## config.mk

```make
export PLATFORM = sky130hd
export DESIGN_NAME = ivd_readout_sequencer
export DESIGN_NICKNAME = d
export VERILOG_FILES = /design/src/rtl/ivd_pkg.sv /design/src/rtl/ivd_sample_accum.sv /design/src/rtl/ivd_readout_sequencer.sv
export SDC_FILE = /design/constraint.sdc
export NUM_CORES = 1
export LEC_CHECK = 0
export ABC_AREA = 1
export CORE_MARGIN = 2
export CORE_UTILIZATION = 61
export CTS_BUF_LIST = sky130_fd_sc_hd__clkbuf_2 sky130_fd_sc_hd__clkbuf_4 sky130_fd_sc_hd__clkbuf_8
export DETAILED_ROUTE_END_ITERATION = 6
export MAX_ROUTING_LAYER = met4
export PLACE_DENSITY = 0.95
export REMOVE_ABC_BUFFERS = 1
export SLEW_MARGIN = 40
export SYNTH_ARGS = -nofsm -noshare
export SYNTH_HDL_FRONTEND = slang
export SYNTH_SLANG_ARGS = --single-unit
```

## constraint.sdc

```tcl
create_clock -name clk -period 2.5 [get_ports clk]
set_input_delay 0.375 -clock clk [delete_from_list [all_inputs] [get_ports clk]]
set_output_delay 0.375 -clock clk [all_outputs]
set_load 0.02 [all_outputs]
```

## src/rtl/ivd_pkg.sv

```systemverilog
// Shared types for the IVD readout sequencer.
//   ivd_state_e  : sequencer FSM states
//   ivd_result_t : one per-channel result (channel, average, positive call).
//                  Fields use the widest supported sizes (64 channels, 32-bit samples).
//                  Instances narrow them to the configured widths.
package ivd_pkg;

  localparam int unsigned IVD_CH_W_MAX  = 6;
  localparam int unsigned IVD_AVG_W_MAX = 32;

  typedef enum logic [2:0] {
    StIdle,
    StSettle,
    StAccum,
    StEmit,
    StDone
  } ivd_state_e;

  typedef struct packed {
    logic [IVD_CH_W_MAX-1:0]  ch;
    logic [IVD_AVG_W_MAX-1:0] avg;
    logic                     pos;
  } ivd_result_t;

endpackage

```

## src/rtl/ivd_sample_accum.sv

```systemverilog
// Sample accumulator for one channel: sums 2^ACC_LOG2 ADC samples and reports their average.
// Ports:
//   clk, rst           : clock, synchronous active-high reset
//   clr                : clear accumulator and sample count
//   en                 : accumulation window open
//   smp_valid/smp_data : ADC sample strobe and value
//   full               : the sample accepted this cycle completes the set
//   avg                : truncated average including this cycle's sample (valid while full=1)
module ivd_sample_accum
  import ivd_pkg::*;
#(
  parameter int unsigned SAMPLE_W = 12,
  parameter int unsigned ACC_LOG2 = 4
) (
  input  logic                clk,
  input  logic                rst,
  input  logic                clr,
  input  logic                en,
  input  logic                smp_valid,
  input  logic [SAMPLE_W-1:0] smp_data,
  output logic                full,
  output logic [SAMPLE_W-1:0] avg
);

  localparam int unsigned ACC_W = SAMPLE_W + ACC_LOG2;
  localparam int unsigned CNT_W = ACC_LOG2 + 1;
  localparam logic [CNT_W-1:0] LAST = CNT_W'((2 ** ACC_LOG2) - 1);

  logic [ACC_W-1:0] acc_q, acc_sum;
  logic [CNT_W-1:0] cnt_q;
  logic             take;

  assign take    = en & smp_valid;
  assign acc_sum = acc_q + ACC_W'(smp_data);

  // Flag completion on the last sample itself so the result can be latched the same edge.
  assign full = take && (cnt_q == LAST);
  assign avg  = acc_sum[ACC_W-1:ACC_LOG2];

  always_ff @(posedge clk) begin
    if (rst || clr) begin
      acc_q <= '0;
      cnt_q <= '0;
    end else if (take) begin
      acc_q <= acc_sum;
      cnt_q <= cnt_q + CNT_W'(1);
    end
  end

endmodule

```

## src/rtl/ivd_readout_sequencer.sv

```systemverilog
// Detector readout sequencer: scans N_CH channels, settles the analog mux, averages
// 2^ACC_LOG2 ADC samples per channel and emits a thresholded result per channel on a
// valid/ready stream. One scan per start pulse.
// Ports:
//   clk, rst                 : clock, synchronous active-high reset
//   start                    : scan request (sampled in idle only)
//   cal                      : (IVD_READOUT_BASELINE_EN only) start a calibration scan
//   busy, done               : scan in progress / one-cycle completion pulse
//   sel_ch                   : analog mux channel select
//   smp_valid, smp_data      : ADC sample stream
//   res_valid, res_ready     : result handshake
//   res_ch, res_avg, res_pos : result channel, average, positive call
// Build option: define IVD_READOUT_BASELINE_EN to add per-channel baseline calibration and
// subtraction; without it the raw average is reported.
module ivd_readout_sequencer
  import ivd_pkg::*;
#(
  parameter int unsigned          N_CH       = 12,
  parameter int unsigned          SAMPLE_W   = 12,
  parameter int unsigned          ACC_LOG2   = 4,
  parameter int unsigned          SETTLE_CYC = 8,
  parameter logic [SAMPLE_W-1:0]  THRESH     = 12'd2048,
  localparam int unsigned         CH_W       = $clog2(N_CH)
) (
  input  logic                clk,
  input  logic                rst,
  input  logic                start,
`ifdef IVD_READOUT_BASELINE_EN
  input  logic                cal,
`endif
  output logic                busy,
  output logic                done,
  output logic [CH_W-1:0]     sel_ch,
  input  logic                smp_valid,
  input  logic [SAMPLE_W-1:0] smp_data,
  output logic                res_valid,
  input  logic                res_ready,
  output logic [CH_W-1:0]     res_ch,
  output logic [SAMPLE_W-1:0] res_avg,
  output logic                res_pos
);

  localparam int unsigned SET_W = (SETTLE_CYC > 1) ? $clog2(SETTLE_CYC) : 1;

  ivd_state_e          state_q, state_d;
  logic [CH_W-1:0]     ch_q, ch_d;
  logic [SET_W-1:0]    set_q, set_d;
  ivd_result_t         res_q, res_d;
  logic                last_ch, set_last, full, cal_scan;
  logic [SAMPLE_W-1:0] raw_avg, adj_avg;

  assign last_ch  = (ch_q == CH_W'(N_CH - 1));
  assign set_last = (set_q == SET_W'(SETTLE_CYC - 1));

  ivd_sample_accum #(
    .SAMPLE_W (SAMPLE_W),
    .ACC_LOG2 (ACC_LOG2)
  ) u_accum (
    .clk       (clk),
    .rst       (rst),
    .clr       (state_q == StSettle),
    .en        (state_q == StAccum),
    .smp_valid (smp_valid),
    .smp_data  (smp_data),
    .full      (full),
    .avg       (raw_avg)
  );

`ifdef IVD_READOUT_BASELINE_EN
  logic                cal_q;
  logic [SAMPLE_W-1:0] base_q [N_CH];
  logic [SAMPLE_W-1:0] base;

  assign cal_scan = cal_q;
  assign base     = base_q[ch_q];
  // Saturate at zero so a channel reading below its baseline reports 0, not a wrapped value.
  assign adj_avg  = (raw_avg >= base) ? (raw_avg - base) : '0;

  always_ff @(posedge clk) begin
    if (rst) begin
      cal_q <= 1'b0;
    end else if (state_q == StIdle && start) begin
      cal_q <= cal;
    end
  end

  always_ff @(posedge clk) begin
    if (rst) begin
      for (int i = 0; i < N_CH; i++) begin
        base_q[i] <= '0;
      end
    end else if (state_q == StAccum && full && cal_q) begin
      base_q[ch_q] <= raw_avg;
    end
  end
`else
  assign cal_scan = 1'b0;
  assign adj_avg  = raw_avg;
`endif

  // State register.
  always_ff @(posedge clk) begin
    if (rst) begin
      state_q <= StIdle;
    end else begin
      state_q <= state_d;
    end
  end

  // Next-state logic.
  always_comb begin
    state_d = state_q;
    case (state_q)
      StIdle:   if (start) state_d = StSettle;
      StSettle: if (set_last) state_d = StAccum;
      StAccum: begin
        if (full) begin
          // Calibration scans store the baseline and skip the result handshake.
          if (cal_scan) state_d = last_ch ? StDone : StSettle;
          else          state_d = StEmit;
        end
      end
      StEmit:   if (res_ready) state_d = last_ch ? StDone : StSettle;
      StDone:   state_d = StIdle;
      default:  state_d = StIdle;
    endcase
  end

  // Outputs decoded from the registered state.
  always_comb begin
    busy      = 1'b1;
    done      = 1'b0;
    res_valid = 1'b0;
    case (state_q)
      StIdle:  busy      = 1'b0;
      StEmit:  res_valid = 1'b1;
      StDone:  done      = 1'b1;
      default: ;
    endcase
  end

  // Channel, settle counter and result register.
  always_comb begin
    ch_d  = ch_q;
    set_d = '0;
    res_d = res_q;
    case (state_q)
      StIdle:   if (start) ch_d = '0;
      StSettle: if (!set_last) set_d = set_q + SET_W'(1);
      StAccum: begin
        if (full) begin
          if (cal_scan) begin
            if (!last_ch) ch_d = ch_q + CH_W'(1);
          end else begin
            res_d.ch  = IVD_CH_W_MAX'(ch_q);
            res_d.avg = IVD_AVG_W_MAX'(adj_avg);
            res_d.pos = (adj_avg >= THRESH);
          end
        end
      end
      StEmit:   if (res_ready && !last_ch) ch_d = ch_q + CH_W'(1);
      default: ;
    endcase
  end

  always_ff @(posedge clk) begin
    if (rst) begin
      ch_q  <= '0;
      set_q <= '0;
      res_q <= '0;
    end else begin
      ch_q  <= ch_d;
      set_q <= set_d;
      res_q <= res_d;
    end
  end

  assign sel_ch  = ch_q;
  assign res_ch  = res_q.ch[CH_W-1:0];
  assign res_avg = res_q.avg[SAMPLE_W-1:0];
  assign res_pos = res_q.pos;

  // Upper struct bits beyond the configured widths are intentionally dropped.
  logic unused_res;
  assign unused_res = ^res_q;

endmodule

```

==> results.tsv, run 1 <==
metric	value	unit
finalClockSkew	0.00564	ns
fillers	332	
dpl_cell_area	3270	sq um
crit_chain	nand3_1 > inv_2 > clkdlybuf4s50_1	
grt_pass1_vias	2595	
drc	0	
synth_common_cells	nand2_1, inv_1, dfxtp_1	
layout.cells.non_filler	519	
io_buffer_count	40	
final_area	3370	sq um
required	2.12	ns
cp-end-kind	output port	
post-route-period-util	86.7	%
drt-total-wl	6600	um
finalSetupViolCount	0	
grt_max_degree	26	
ys_seq_elements	47	
synth.distinct_cells	35	
antenna_found_initial	0	
cpMaxStageDelayCell	clkdlybuf4s50_1	
ant_nets	0	
worst_slew_pin_slew	0.458	ns
cp-start-kind	flip-flop	
die_w	72.1	um
outcome	finished clean	
critPathKind	flip-flop to output port	
path_max_fanout	5	
synth_cells	424	
drt-met1-wl	2780	um
cts_tree	done	
p_per_area	640	nW/um^2
dpl.cell_count	511	
wl_met2	3330	um
die_area	5200	sq um
synth_area	2830	sq um
cts_hold_buf	0	
post_cts.repair.setup_buffers	0	
hold_viol_final	0	
viasPerCell	5.32	
hold_path.class	flip-flop to flip-flop	
clk_pin_slew	0.09	ns
numCtsBuffers	5	
synth-edff-count	0	
highest_layer	met4	
synth.area.top_cells	dfxtp_1, nand2_1, inv_1	
cts_resized	0	
met3_length	382	um
num_vias	2761	
clock-sinks	47	
worstSkewPairLatency	0.30	ns
drt_first_pass_iters	4	
synth_top_flop_cell	dfxtp_1	
fin_ws	0.333	ns
ff_latch_area	941	sq um
setup_tns	0	ns
leakage	1.70	nW
drt_iter0_drc	168	
core_area	4410	sq um
area_growth_syn_to_layout	18.8	%
grt_overflow	0	
max-cap-violations	0	
gp_congestion	0.915	
synth.largest_area_cell	dfxtp_1	
rows	24	
hpwl	4890	um
grt_usage	27.8	%
ir_drop	0.000448	V
multi_input_area	1520	sq um
wl_per_cell	12.7	um
pin_count	41	
synth_warnings	0	
clockRootBuffer	clkbuf_8	
synth_top_area_share	33.2	%
worstPathArrival	1.79	ns
slew_viol_final	0	
total_power	2.16	mW
max_stage_delay	0.61	ns
max_freq	461	MHz
n_antenna_cell	0	
post-route-min-period	2.17	ns
layout.nets	501	
initial_utilization	64.2	%
ys_seq_area_share	33.2	%
yosysMostFrequentCell	nand2_1	
htree_levels	2	
pre_cts_slack	0.213	ns
rsz0062_at_grt	no	
grt_pass1_wl	11100	um
layout-drive-gt1-share	6.42	%
synth-async-reset-ratio	0	%
slew_headroom	69.4	%
avgSynthCellArea	6.68	sq um
die_h	72.1	um
clk_path_buf_depth	2	
worst max-delay path: cells and delay by family, from the launching register on:
family                 cells  cell delay, ns
buffers and inverters      2            0.76
flip-flops                 1            0.46
AND/OR/NAND/NOR            1            0.26
kinds of logic (layout without fill, tap and decap cells):
kind of cell / Yosys count / after routing / synth area share (%)
adder cells (fa/ha/maj): 18 / 18 / 8.22
buffers and inverters: 91 / 134 / 13.2
AO/OA/AOI/OAI: 60 / 60 / 12.6
flip-flops: 47 / 47 / 33.2
XOR/XNOR: 7 / 7 / 2.16
AND/OR/NAND/NOR: 201 / 201 / 30.6
sequential cells by signal, summed over array words and instances, names as in the netlist:
register	flops
res_avg	11
u_accum.cnt_q	5
u_accum.acc_q	16
state_q	3
res_ch	4
res_pos	1
sel_ch	4
set_q	3
layout by cell type (no fill, tap or decap), types with 2 or more instances in the layout:
cell type and n:
inv_1 74, o21a_1 14, ha_1 17, nand3_1 41, clkdlybuf4s50_1 40, a21oi_1 24
nor3_1 5, nor2_4 2, and2_1 2, xor2_1 6, o21ai_0 11, o211ai_1 2
buf_4 5, nand2_1 111, a21o_1 3, or2_2 4, o21ai_1 2, nor2_1 30
clkbuf_8 6, dfxtp_1 47, inv_2 6
final timing paths:
path                 to             start  slack [ns]  cells past startpoint
max           res_valid        state_q[0]        0.33                      3
min            set_q[0]          set_q[0]        0.43                      1
min reg2reg    set_q[0]          set_q[0]        0.43                      1
max reg2reg  state_q[0]  u_accum.cnt_q[0]        0.56                     10
power breakdown:
part,switching [mW],total [mW],internal (mW)
sequential,0.0590,0.875,0.816
clock,0.276,0.502,0.226
combinational,0.504,0.779,0.275
routing by layer:
| metal | global-route usage, % | up-vias |
|---|---|---|
| met5 | - | - |
| met4 | 10.3 | 0 |
| met3 | 4.44 | 9 |
| met2 | 47.3 | 78 |
| met1 | 33.2 | 1262 |
| li1 | - | 1412 |
stage by stage:
step / hold slack (ns) / util [%]
6_report: 0.427 / 76.2
5_1_grt: 0.460 / 76.2
4_1_cts: 0.429 / 76.2
3_5_place_dp: 0.416 / 74.0
3_3_place_gp: 0.410 / 74.0
2_1_floorplan: 0.399 / -
layout make-up:
class,count,area share (%)
Multi-Input combinational cell,286,45.1
Sequential cell,47,28.0
Timing Repair Buffer,45,13.0
Inverter,81,9.03
Clock buffer,6,2.45
Tap cell,52,1.93
Clock inverter,2,0.483
No activity file was read; power rests on OpenSTA's default activity.
==> inputs of run 2 (changes only) <==
==> constraint.sdc (replaced) <==
create_clock -name clk -period 2.5 [get_ports clk]
set_input_delay 0.5 -clock clk [delete_from_list [all_inputs] [get_ports clk]]
set_output_delay 0.5 -clock clk [all_outputs]
set_load 0.02 [all_outputs]
==> run 2 against run 1 <==
Combinational power is 1% lower. Die area is the same. Power up 2.5%. Non-clock buffer count did not move. Setup slack worse by 0.14 ns. Final area rose by 0.22%. Clock-buffer cell count fell by 1. Sequential cell count is the same. Global-route usage down 0.58 points. Sequential power hardly changed. Clock skew grew 0.0062 ns. Critical endpoint unchanged.
==> results.tsv, run 2 (synthesized netlist as in run 1, its figures left out) <==
metric	value	unit
post-route-period-util	92.3	%
clk_path_buf_depth	2	
hold_depth	1	
outcome	finished clean	
drt_first_pass_iters	5	
min_to	set_q[0]	
r2r-start	u_accum.acc_q[0]	
max-cap-violations	0	
drt_iter0_drc	221	
n_antenna_cell	0	
grt_pass1_wl	10900	um
cts_hold_buf	0	
regToRegEndpoint	u_accum.acc_q[14]	
die_area	5200	sq um
rows	24	
cp-end-kind	output port	
worst_slew_pin_slew	0.436	ns
num_vias	2732	
critPathKind	flip-flop to output port	
max_freq	434	MHz
die_w	72.1	um
finalSetupViolCount	0	
die_h	72.1	um
startpoint	state_q[0]	
ant_nets	0	
p_per_area	655	nW/um^2
core_area	4410	sq um
clockRootBuffer	clkbuf_8	
hold-worst-slack	0.433	ns
wl_per_cell	12.5	um
fillers	340	
worstPathArrival	1.81	ns
post-route-min-period	2.31	ns
hold_path.class	flip-flop to flip-flop	
grt_max_degree	26	
rsz0062_at_grt	no	
ir_drop	0.000416	V
min_from	set_q[0]	
layout_commonest_cell	nand2_1	
gp_congestion	0.947	
clock-sinks	47	
grt_usage	27.3	%
worstSkewPairLatency	0.31	ns
cp-start-kind	flip-flop	
clk_pin_slew	0.09	ns
multi_input_area	1520	sq um
viasPerCell	5.27	
dpl_cell_area	3270	sq um
hpwl	4850	um
hold_viol_final	0	
final_area	3370	sq um
initial_utilization	64.2	%
grt_pass1_vias	2478	
area_growth_syn_to_layout	19.1	%
finalClockSkew	0.0118	ns
layout-drive-gt1-share	6.22	%
grt_overflow	0	
drt-total-wl	6460	um
cts_resized	0	
leakage	1.70	nW
path_max_fanout	5	
rr_worst_depth	12	
pin_count	41	
required	2.00	ns
largest_register_ffs	16	
setup_tns	0	ns
regMostFlops	u_accum.acc_q	
io_buffer_count	40	
layout_common_cells	nand2_1, inv_1, dfxtp_1, nand3_1, clkdlybuf4s50_1	
cts_tree	done	
htree_levels	2	
slew_headroom	70.9	%
ff_latch_area	941	sq um
layout.nets	501	
r2r_slack	0.68	ns
antenna_found_initial	0	
numCtsBuffers	5	
post_cts.repair.setup_buffers	0	
drc	0	
slew_viol_final	0	
## run 2: routing by layer
| metal | track usage (%) | part of all wire, % |
|---|---|---|
| met1 | 33.7 | 43 |
| met2 | 45.5 | 50 |
| met3 | 4.72 | 6.4 |
| met4 | 8.39 | 1.5 |
| met5 | - | 0 |
## run 2: worst max path at each step
stage / depth (start not counted) / to
finish: 3 / res_valid
global route: 3 / res_valid
CTS: 3 / res_valid
detailed placement: 13 / u_accum.acc_q[14]
global placement: 13 / u_accum.acc_q[10]
floorplan: 11 / res_avg[8]
## run 2: critical path, cell delays in order, from the launching register on
cell             delay (ns)
dfxtp_1                0.46
nand3_1                0.26
inv_2                  0.15
clkdlybuf4s50_1        0.63
## run 2: final cells by class
type	count	share of cell area (%)
Inverter	81	9.01
Clock inverter	2	1.11
Multi-Input combinational cell	286	45.0
Timing Repair Buffer	45	13.0
Sequential cell	47	27.9
Tap cell	52	1.93
Clock buffer	5	2.04
## run 2: power by group
group / switching, mW / internal [mW] / total, mW
Sequential: 0.0605 / 0.816 / 0.876
Clock: 0.270 / 0.293 / 0.562
Combinational: 0.496 / 0.274 / 0.771
## run 2: stage by stage
step | total power [mW] | instances | util [%] | setup slack [ns]
2_1_floorplan | 1.43 | 414 | - | 0.644
3_3_place_gp | 1.61 | 511 | 74.0 | 0.149
3_5_place_dp | 1.65 | 511 | 74.0 | 0.0813
4_1_cts | 2.20 | 518 | 76.4 | 0.200
5_1_grt | 2.34 | 518 | 76.4 | 0.119
6_report | 2.21 | 518 | 76.4 | 0.193
==> inputs of run 3 (changes only) <==
--- a/config.mk
+++ b/config.mk
@@ -9,6 +9,7 @@
 export CORE_MARGIN = 2
 export CORE_UTILIZATION = 61
 export CTS_BUF_LIST = sky130_fd_sc_hd__clkbuf_2 sky130_fd_sc_hd__clkbuf_4 sky130_fd_sc_hd__clkbuf_8
+export CTS_CLUSTER_SIZE = 8
 export DETAILED_ROUTE_END_ITERATION = 6
 export MAX_ROUTING_LAYER = met4
 export PLACE_DENSITY = 0.95
==> constraint.sdc (replaced) <==
create_clock -name clk -period 2.9 [get_ports clk]
set_input_delay 0.58 -clock clk [delete_from_list [all_inputs] [get_ports clk]]
set_output_delay 0.58 -clock clk [all_outputs]
set_load 0.02 [all_outputs]
==> run 3 against run 2 <==
Hold slack worse by 0.0082 ns. Final area down 0.89%. Clock-buffer cell count unchanged. Clock skew down 0.0034 ns. Non-clock buffer count down 4.
==> results.tsv, run 3 (synthesized netlist as in run 1, its figures left out) <==
metric	value	unit
largest_register_ffs	16	
fillers	349	
wl_per_cell	12.0	um
r2r-start	u_accum.cnt_q[0]	
die_area	5200	sq um
rows	24	
layout_common_cells	nand2_1, inv_1, dfxtp_1, nand3_1, clkdlybuf4s50_1	
initial_utilization	64.2	%
critPathKind	flip-flop to output port	
cts_tree	done	
hold_viol_final	0	
die_w	72.1	um
slew_headroom	62.1	%
post-route-min-period	2.34	ns
numCtsBuffers	5	
htree_levels	2	
layout_commonest_cell	nand2_1	
post_cts.repair.setup_buffers	0	
worstPathArrival	1.76	ns
hold_path.class	flip-flop to flip-flop	
grt_overflow	0	
rr_worst_depth	10	
antenna_found_initial	0	
total_power	1.88	mW
grt_pass1_wl	10600	um
startpoint	state_q[0]	
drt_iter0_drc	189	
ir_drop	0.000355	V
endpoint	res_valid	
slew_viol_final	0	
cp-start-kind	flip-flop	
gp_congestion	0.925	
cpMaxStageDelayCell	clkdlybuf4s50_1	
clk_path_buf_depth	2	
finalSetupViolCount	0	
finalClockSkew	0.00835	ns
cts_resized	0	
worstSkewPairLatency	0.30	ns
n_antenna_cell	0	
clk_pin_slew	0.09	ns
max_stage_delay	0.61	ns
drt_first_pass_iters	5	
dpl.cell_count	507	
leakage	1.68	nW
drc	0	
viasPerCell	5.28	
grt_max_degree	26	
post-route-period-util	80.6	%
area_growth_syn_to_layout	18.0	%
outcome	finished clean	
core_area	4410	sq um
setup_tns	0	ns
fin_util	75.7	%
layout-drive-gt1-share	5.41	%
grt_pass1_vias	2441	
required	2.32	ns
cp-end-kind	output port	
die_h	72.1	um
rsz0062_at_grt	no	
r2r_slack	1.06	ns
grt_usage	26.1	%
clockRootBuffer	clkbuf_8	
pin_count	41	
layout.cells.non_filler	514	
regToRegEndpoint	res_avg[1]	
crit_chain	nand3_1 > inv_2 > clkdlybuf4s50_1	
worst_slew_pin_slew	0.569	ns
drt-total-wl	6160	um
num_vias	2714	
max_freq	428	MHz
clock-sinks	47	
hpwl	4600	um
path_max_fanout	5	
regMostFlops	u_accum.acc_q	
max-cap-violations	0	
p_per_area	562	nW/um^2
layout.nets	497	
ant_nets	0	
io_buffer_count	40	
cts_hold_buf	0	
==> run 3: changes by cell type in the layout (fill, tap and decap cells not counted) <==
| cell | previous run | this run |
|---|---|---|
| buf_4 | 5 | 1 |
==> run 3: final cells by class <==
cell class / count / area (sq um) / area share, %
Inverter: 81 / 304 / 9.09
Clock buffer: 5 / 68.8 / 2.06
Timing Repair Buffer: 41 / 408 / 12.2
Sequential cell: 47 / 941 / 28.1
Multi-Input combinational cell: 286 / 1520 / 45.4
Tap cell: 52 / 65.1 / 1.95
Clock inverter: 2 / 37.5 / 1.12
==> run 3: how the worst min path moves through the flow <==
stage	endpoint	from	slack [ns]	depth (start not counted)
after CTS	set_q[0]	set_q[0]	0.43	1
final	set_q[0]	set_q[0]	0.42	1
after floorplan	set_q[0]	set_q[0]	0.40	1
after detailed placement	set_q[0]	set_q[0]	0.42	1
after global routing	set_q[0]	set_q[0]	0.44	1
after global placement	set_q[0]	set_q[0]	0.41	1
==> run 3: metrics by stage <==
step | hold slack (ns) | area, sq um | worst slack (ns)
5_1_grt | 0.435 | 3340 | 0.501
4_1_cts | 0.430 | 3340 | 0.563
2_1_floorplan | 0.399 | 2760 | 0.964
6_report | 0.424 | 3340 | 0.562
3_3_place_gp | 0.408 | 3240 | 0.469
3_5_place_dp | 0.416 | 3240 | 0.404
==> run 3: worst max-delay path, delay by kind of cell, from the launching register on <==
| kind | cells | cell delay (ns) |
|---|---|---|
| flops | 1 | 0.46 |
| buf+inv | 2 | 0.75 |
| simple gates | 1 | 0.25 |
==> run 3: metal layers <==
layer	track usage [%]	share of wire, %
met5	-	0
met4	7.13	1.1
met3	4.31	5.6
met2	44.9	49
met1	31.6	45
==> run 3: where the power goes <==
part	total (mW)	switching, mW	internal, mW
Sequential	0.753	0.0496	0.703
Combinational	0.650	0.420	0.230
Clock	0.476	0.224	0.252
